<file path="config.mk">
export PLATFORM = sky130hd
export DESIGN_NAME = instr_fetch_unit
export DESIGN_NICKNAME = d
export VERILOG_FILES = /design/src/rtl/mips_pkg.sv /design/src/rtl/fetch_fifo.sv /design/src/rtl/instr_fetch_unit.sv
export SDC_FILE = /design/constraint.sdc
export NUM_CORES = 1
export LEC_CHECK = 0
export CORE_AREA = 5 5 140 142
export CTS_BUF_LIST = sky130_fd_sc_hd__clkbuf_16
export CTS_CLUSTER_DIAMETER = 40
export DETAILED_ROUTE_END_ITERATION = 10
export DIE_AREA = 0 0 145 147
export PLACE_DENSITY = 0.95
export SLEW_MARGIN = 15
export SYNTH_ARGS = -nofsm -noshare
export SYNTH_HDL_FRONTEND = slang
export SYNTH_HIERARCHICAL = 1
export SYNTH_SLANG_ARGS = --single-unit
</file>
<file path="constraint.sdc">
create_clock -name clk -period 7.6 [get_ports clk]
set_clock_uncertainty 0.05 [all_clocks]
set_input_delay 2.28 -clock clk [delete_from_list [all_inputs] [get_ports clk]]
set_output_delay 2.28 -clock clk [all_outputs]
set_load 0.005 [all_outputs]
</file>
<file path="src/rtl/mips_pkg.sv">
// Shared MIPS front-end definitions.
// Holds the opcode and funct constants the decoder and fetch unit agree on, the
// PCSrc encoding used for redirects, the fetch FSM state encoding and the
// {pc, instr} entry type carried through the fetch buffer.
package mips_pkg;

  // Primary opcodes (instr[31:26])
  localparam logic [5:0] OP_RTYPE = 6'h00;
  localparam logic [5:0] OP_J     = 6'h02;
  localparam logic [5:0] OP_JAL   = 6'h03;
  localparam logic [5:0] OP_BEQ   = 6'h04;
  localparam logic [5:0] OP_ADDI  = 6'h08;
  localparam logic [5:0] OP_LW    = 6'h23;
  localparam logic [5:0] OP_SW    = 6'h2B;

  // R-type funct codes (instr[5:0])
  localparam logic [5:0] FN_JR    = 6'h08;
  localparam logic [5:0] FN_JALR  = 6'h09;
  localparam logic [5:0] FN_ADD   = 6'h20;
  localparam logic [5:0] FN_SUB   = 6'h22;
  localparam logic [5:0] FN_AND   = 6'h24;
  localparam logic [5:0] FN_OR    = 6'h25;
  localparam logic [5:0] FN_SLT   = 6'h2A;

  // Decoder PCSrc encoding; 2'b11 never names a redirect
  localparam logic [1:0] PCSRC_BR   = 2'b00;
  localparam logic [1:0] PCSRC_JUMP = 2'b01;
  localparam logic [1:0] PCSRC_REG  = 2'b10;
  localparam logic [1:0] PCSRC_RSVD = 2'b11;

  typedef enum logic [1:0] {
    S_BOOT  = 2'd0,
    S_RUN   = 2'd1,
    S_DRAIN = 2'd2
  } fetch_state_e;

  typedef struct packed {
    logic [31:0] pc;
    logic [31:0] instr;
  } fetch_entry_t;

endpackage

</file>
<file path="src/rtl/fetch_fifo.sv">
// Synchronous FIFO of {pc, instr} entries for the fetch front end.
// Ports:
//   clk, reset      clock and asynchronous active-high reset
//   flush           empties the FIFO on the next edge (wins over push/pop)
//   push, push_data write one entry (ignored when full)
//   pop             drop the head entry (ignored when empty)
//   head_data       current head entry (registered storage)
//   full, empty     occupancy flags
//   count           number of valid entries
module fetch_fifo
  import mips_pkg::*;
#(
  parameter int DEPTH = 2,
  localparam int CW   = $clog2(DEPTH + 1)
) (
  input  logic          clk,
  input  logic          reset,
  input  logic          flush,
  input  logic          push,
  input  fetch_entry_t  push_data,
  input  logic          pop,
  output fetch_entry_t  head_data,
  output logic          full,
  output logic          empty,
  output logic [CW-1:0] count
);

  // A depth of one still needs a one-bit pointer to keep the declarations legal.
  localparam int PW = (DEPTH > 1) ? $clog2(DEPTH) : 1;

  fetch_entry_t  mem_q [DEPTH];
  fetch_entry_t  mem_d [DEPTH];
  logic [PW-1:0] wr_ptr_q, wr_ptr_d;
  logic [PW-1:0] rd_ptr_q, rd_ptr_d;
  logic [CW-1:0] count_q, count_d;
  logic          do_push, do_pop;

  // Pointers wrap explicitly so non-power-of-two depths work.
  function automatic logic [PW-1:0] next_ptr(input logic [PW-1:0] p);
    return (p == PW'(DEPTH - 1)) ? '0 : p + PW'(1);
  endfunction

  assign full      = (count_q == CW'(DEPTH));
  assign empty     = (count_q == '0);
  assign count     = count_q;
  assign head_data = mem_q[rd_ptr_q];
  assign do_push   = push && !full;
  assign do_pop    = pop && !empty;

  always_comb begin
    mem_d    = mem_q;
    wr_ptr_d = wr_ptr_q;
    rd_ptr_d = rd_ptr_q;
    count_d  = count_q;
    if (flush) begin
      wr_ptr_d = '0;
      rd_ptr_d = '0;
      count_d  = '0;
    end else begin
      if (do_push) begin
        mem_d[wr_ptr_q] = push_data;
        wr_ptr_d        = next_ptr(wr_ptr_q);
      end
      if (do_pop) begin
        rd_ptr_d = next_ptr(rd_ptr_q);
      end
      count_d = count_q + CW'(do_push) - CW'(do_pop);
    end
  end

  always_ff @(posedge clk or posedge reset) begin
    if (reset) begin
      for (int i = 0; i < DEPTH; i++) begin
        mem_q[i] <= '0;
      end
      wr_ptr_q <= '0;
      rd_ptr_q <= '0;
      count_q  <= '0;
    end else begin
      mem_q    <= mem_d;
      wr_ptr_q <= wr_ptr_d;
      rd_ptr_q <= rd_ptr_d;
      count_q  <= count_d;
    end
  end

endmodule

</file>
<file path="src/rtl/instr_fetch_unit.sv">
// Instruction-fetch front end feeding the control decoder.
// Owns the PC, issues word fetches over a valid/ready request channel, buffers
// in-order responses in fetch_fifo and presents the head to the decoder with a
// valid/ready handshake. Redirects (branch, jump, register) flush the buffer,
// retarget the PC and discard responses still in flight.
// Ports:
//   clk, reset                       clock, asynchronous active-high reset
//   imem_req_valid/ready/addr        fetch request channel
//   imem_rsp_valid/data              in-order read data, no backpressure
//   instr_valid/ready                decoder handshake
//   instr, instr_pc, opcode, funct   head instruction and its fields
//   redir_valid/pcsrc/pc/jidx/
//   redir_reg_tgt/redir_br_tgt       redirect request and target sources
//   misalign_err                     one-cycle pulse after a misaligned target
module instr_fetch_unit
  import mips_pkg::*;
#(
  parameter logic [31:0] RESET_PC  = 32'h0000_0000,
  parameter int          BUF_DEPTH = 2
) (
  input  logic        clk,
  input  logic        reset,
  output logic        imem_req_valid,
  input  logic        imem_req_ready,
  output logic [31:0] imem_req_addr,
  input  logic        imem_rsp_valid,
  input  logic [31:0] imem_rsp_data,
  output logic        instr_valid,
  input  logic        instr_ready,
  output logic [31:0] instr,
  output logic [31:0] instr_pc,
  output logic [5:0]  opcode,
  output logic [5:0]  funct,
  input  logic        redir_valid,
  input  logic [1:0]  redir_pcsrc,
  input  logic [31:0] redir_pc,
  input  logic [25:0] redir_jidx,
  input  logic [31:0] redir_reg_tgt,
  input  logic [31:0] redir_br_tgt,
  output logic        misalign_err
);

  localparam int             CW      = $clog2(BUF_DEPTH + 1);
  localparam logic [CW:0]    DEPTH_W = (CW + 1)'(BUF_DEPTH);

  fetch_state_e  state_q, state_d;
  logic [31:0]   pc_q, pc_d;
  logic [CW-1:0] outstanding_q, outstanding_d;
  logic [CW-1:0] discard_q, discard_d;
  logic          misalign_err_q, misalign_err_d;

  logic          req_hs;
  logic          redir_take;
  logic [31:0]   redir_target;
  logic [3:0]    pc4_hi;
  logic [27:0]   pc4_unused;
  logic [CW:0]   in_flight;

  logic          fifo_push, fifo_pop;
  logic          fifo_full_unused, fifo_empty;
  logic [CW-1:0] fifo_count;
  fetch_entry_t  push_entry, head_entry;

  // Only the top nibble of redir_pc + 4 contributes to a j/jal target.
  assign {pc4_hi, pc4_unused} = redir_pc + 32'd4;

  // PCSrc 2'b11 is not a redirect at all; it must leave every piece of state alone.
  assign redir_take = redir_valid && (redir_pcsrc != PCSRC_RSVD);

  always_comb begin
    redir_target = redir_br_tgt;
    case (redir_pcsrc)
      PCSRC_JUMP: redir_target = {pc4_hi, redir_jidx, 2'b00};
      PCSRC_REG:  redir_target = redir_reg_tgt;
      default:    redir_target = redir_br_tgt;
    endcase
  end

  // Buffered words plus words still in flight may never exceed the buffer, which
  // is what guarantees every accepted response has a free FIFO slot.
  assign in_flight      = {1'b0, fifo_count} + {1'b0, outstanding_q};
  assign imem_req_valid = (state_q == S_RUN) && (in_flight < DEPTH_W);
  assign imem_req_addr  = pc_q;
  assign req_hs         = imem_req_valid && imem_req_ready;

  // With discard at zero every outstanding request was issued consecutively from
  // the current PC backwards, so the oldest one (the one answering now) sits at
  // pc - 4*outstanding. This avoids storing addresses per request.
  assign push_entry.pc    = pc_q - {{(30 - CW){1'b0}}, outstanding_q, 2'b00};
  assign push_entry.instr = imem_rsp_data;

  // A response landing in a redirect cycle belongs to the old stream.
  assign fifo_push = imem_rsp_valid && (discard_q == '0) && !redir_take;

  // No decoder handshake may complete in a redirect cycle.
  assign instr_valid = !fifo_empty && !redir_valid;
  assign fifo_pop    = instr_valid && instr_ready;

  assign instr        = head_entry.instr;
  assign instr_pc     = head_entry.pc;
  assign opcode       = head_entry.instr[31:26];
  assign funct        = head_entry.instr[5:0];
  assign misalign_err = misalign_err_q;

  // Next-state logic: counters, PC, FSM and the misalignment pulse. A redirect
  // sets discard to everything that will still be outstanding after this edge,
  // and goes straight back to S_RUN when nothing is left to drain.
  always_comb begin
    state_d        = state_q;
    pc_d           = pc_q;
    outstanding_d  = outstanding_q + CW'(req_hs) - CW'(imem_rsp_valid);
    discard_d      = discard_q;
    misalign_err_d = 1'b0;

    if (req_hs) begin
      pc_d = pc_q + 32'd4;
    end

    if (imem_rsp_valid && (discard_q != '0)) begin
      discard_d = discard_q - CW'(1);
    end

    case (state_q)
      S_BOOT:  state_d = S_RUN;
      S_RUN:   state_d = S_RUN;
      S_DRAIN: state_d = (discard_d == '0) ? S_RUN : S_DRAIN;
      default: state_d = S_BOOT;
    endcase

    if (redir_take) begin
      pc_d           = {redir_target[31:2], 2'b00};
      discard_d      = outstanding_d;
      misalign_err_d = (redir_target[1:0] != 2'b00);
      state_d        = (outstanding_d == '0) ? S_RUN : S_DRAIN;
    end
  end

  always_ff @(posedge clk or posedge reset) begin
    if (reset) begin
      state_q        <= S_BOOT;
      pc_q           <= RESET_PC;
      outstanding_q  <= '0;
      discard_q      <= '0;
      misalign_err_q <= 1'b0;
    end else begin
      state_q        <= state_d;
      pc_q           <= pc_d;
      outstanding_q  <= outstanding_d;
      discard_q      <= discard_d;
      misalign_err_q <= misalign_err_d;
    end
  end

  fetch_fifo #(
    .DEPTH(BUF_DEPTH)
  ) u_fifo (
    .clk      (clk),
    .reset    (reset),
    .flush    (redir_take),
    .push     (fifo_push),
    .push_data(push_entry),
    .pop      (fifo_pop),
    .head_data(head_entry),
    .full     (fifo_full_unused),
    .empty    (fifo_empty),
    .count    (fifo_count)
  );

endmodule

</file>
==> flow_summary.json <==
{
  "status": "complete, no violations",
  "drc": 0,
  "report.final.slew_viol_count": 0,
  "fin_crit_sh_pct": 75.6,
  "dp_hpwl_um": 19400,
  "grt_usage_pct": 23.9,
  "synthMuxAreaShare_pct": 23.8,
  "die_area_um2": 21300,
  "cts_setup_buffers": 0,
  "root_buffer": "clkbuf_16",
  "yosys.area_share.simple_pct": 10.2,
  "synth_top_area_cell": "dfrtp_1",
  "drt_pass1_iterations": 5,
  "postSynthAreaPerCell_um2": 11.3,
  "gp_routability_congestion": 0.889,
  "grt_overflow": 0,
  "synth_top_family_by_area": "multiplexers",
  "core_region_area_um2": 18300,
  "endpoint_kind": "output pin",
  "placedInstanceArea_um2": 12000,
  "rows": 50,
  "clk_pin_slew_ps": 60,
  "cts_buffers": 17,
  "fillers": 1362,
  "cts_hold_buf": 0,
  "grt_pass1_wl_um": 41100,
  "place_inst": 1264,
  "synth-compound-area-share_pct": 7.74,
  "drtIter0Drc": 302,
  "cts_tree": "built",
  "vias": 7274,
  "hold_violations": 0,
  "syn_inst": 819,
  "port_buffers": 268,
  "ios": 273,
  "min_path_type": "reg2reg",
  "viasPerCell": 5.59,
  "rsz0062_at_grt": "no",
  "synth_top_area_share_pct": 45.6,
  "synth_area_leaders": "dfrtp_1 (46%), mux2_2 (23%), xor2_1 (3.8%)",
  "finalNonFillerCells": 1301,
  "crit_arrival_ps": 3410,
  "setup-tns-final_ps": 0,
  "wirelength_um": 25800,
  "synth-xor-area-share_pct": 5.66,
  "cts_buffer_depth": 2,
  "grt_max_degree": 70,
  "antenna_found_initial": 5,
  "ant_nets": 0,
  "final.min_clock_period_ps": 5740,
  "synth_most_common_cell": "mux2_2",
  "fin_nets": 1224,
  "setup_violations": 0,
  "synth_ff_type": "dfrtp_1",
  "postLayoutCellArea_um2": 12600,
  "drv_cap": 0,
  "dieHeight_um": 147,
  "max-slew-margin-rel_pct": 23.8,
  "synth_cell_type_count": 51,
  "async_flop_share_pct": 100,
  "drive_gt1_share_pct": 22.6,
  "ff2ff_path_depth": 12,
  "clock-sinks": 169,
  "synth-seq-cells": 169,
  "synth_fa_ha_area_share_pct": 1.92,
  "critPathMaxFanout": 2,
  "ys_seq_area_share_pct": 45.6,
  "start_kind": "input port",
  "yosysWarningCount": 6,
  "irDropWorstVdd_uv": 181,
  "worstHoldPathCells": 1,
  "cts_resized": 0,
  "synth_edf_count": 0,
  "clk_latency_ps": 420,
  "worstSetupPathType": "in2out",
  "p_per_area_nw_per_um2": 314,
  "cp.required_ps": 5270,
  "p_leak_nw": 5.22,
  "dieWidth_um": 145,
  "area_delta_synth_final_pct": 35.5,
  "grt_pass1_vias": 7630,
  "clock.fmax_mhz": 174,
  "ys_top_cells_by_count": "mux2_2 (190), dfrtp_1 (169), nor2_1 (51)",
  "wire_per_inst_um": 19.8,
  "tightest_slew_ps": 1140,
  "syn_area_um2": 9270,
  "htreeDepth": 4,
  "initial_core_util_pct": 50.6
}
## logic make-up (layout without fill, tap and decap cells)
family,count (synthesis),in the layout
XOR/XNOR,59,59
AO/OA/AOI/OAI,108,108
buffers and inverters,94,332
AND/OR/NAND/NOR,179,179
multiplexers,196,196
flip-flops,169,169
other,1,11
adder cells (fa/ha/maj),13,13
## power breakdown
part           internal, mW  total (mW)  switching, mW  leakage [nW]
combinational          1.01        1.59          0.572          2.82
sequential             1.26        1.51          0.245          2.10
clock                 0.512       0.857          0.345         0.290
## per-layer routing
metal	routed length (µm)	vias to the layer above	global-route usage (%)	part of all wire, %
met3	1830	43	5.86	7.1
met5	0	-	0	0
li1	-	3392	-	-
met4	744	0	10.3	2.9
met1	10200	3512	28.6	40
met2	13000	327	41.3	50
## layout by cell type, fill, tap and decap left out, drive strengths merged, types with 5 or more instances in the layout
cell type and n:
a211oi 26, a21oi 31, a22oi 28, and2 6
and3 6, buf 10, clkbuf 17, clkdlybuf4s50 268
clkinv 9, conb 6, dfrtp 169, diode 5
ha 11, inv 24, mux2 194, nand2 27
nand2b 5, nand3 18, nand4 23, nor2 51
nor3 11, nor4 11, o21ai 10, or3 9
or4 6, xnor2 19, xor2 40
## through the flow
stage | utilization, % | worst slack (ps) | hold WS, ps | power, mW
after global routing | 68.5 | 1830 | 446 | 4.18
after global placement | 65.3 | 1880 | 415 | 3.02
after detailed placement | 65.3 | 1870 | 426 | 3.11
after CTS | 68.5 | 1860 | 439 | 3.98
after floorplan | - | 1740 | 404 | 2.32
final | 68.5 | 1860 | 434 | 3.95
## flip-flops by register name, indices dropped and copies added (netlist names)
signal and flops:
imem_req_addr 30, u_fifo/rd_ptr_q 1, misalign_err 1, state_q 2
discard_q 2, u_fifo/wr_ptr_q 1, outstanding_q 2, u_fifo/count 2
u_fifo/mem_q 128
## layout make-up
type | count | area (µm²) | share of cell area (%)
Tap cell | 234 | 293 | 2.33
Multi-Input combinational cell | 561 | 4600 | 36.6
Timing Repair Buffer | 278 | 2760 | 22.0
Clock inverter | 15 | 160 | 1.28
Inverter | 22 | 85.1 | 0.677
Sequential cell | 169 | 4230 | 33.7
Clock buffer | 17 | 425 | 3.39
Antenna cell | 5 | 12.5 | 0.0996
## critical path, stage by stage
cell	delay [ps]
clkdlybuf4s50_1	450
nor2_1	160
clkdlybuf4s50_1	520
## final timing paths
kind                                       start          endpoint  slack (ps)
worst max-delay path                 redir_valid       instr_valid        1860
worst min-delay path            u_fifo/mem_q[86]  u_fifo/mem_q[86]         430
worst max register to register   u_fifo/count[0]        state_q[1]        3990
worst min register to register  u_fifo/mem_q[86]  u_fifo/mem_q[86]         430
max in group asynchronous                  reset   u_fifo/mem_q[5]        3840
min in group asynchronous                  reset  imem_req_addr[2]        2320
No activity file was read; power rests on OpenSTA's default activity.
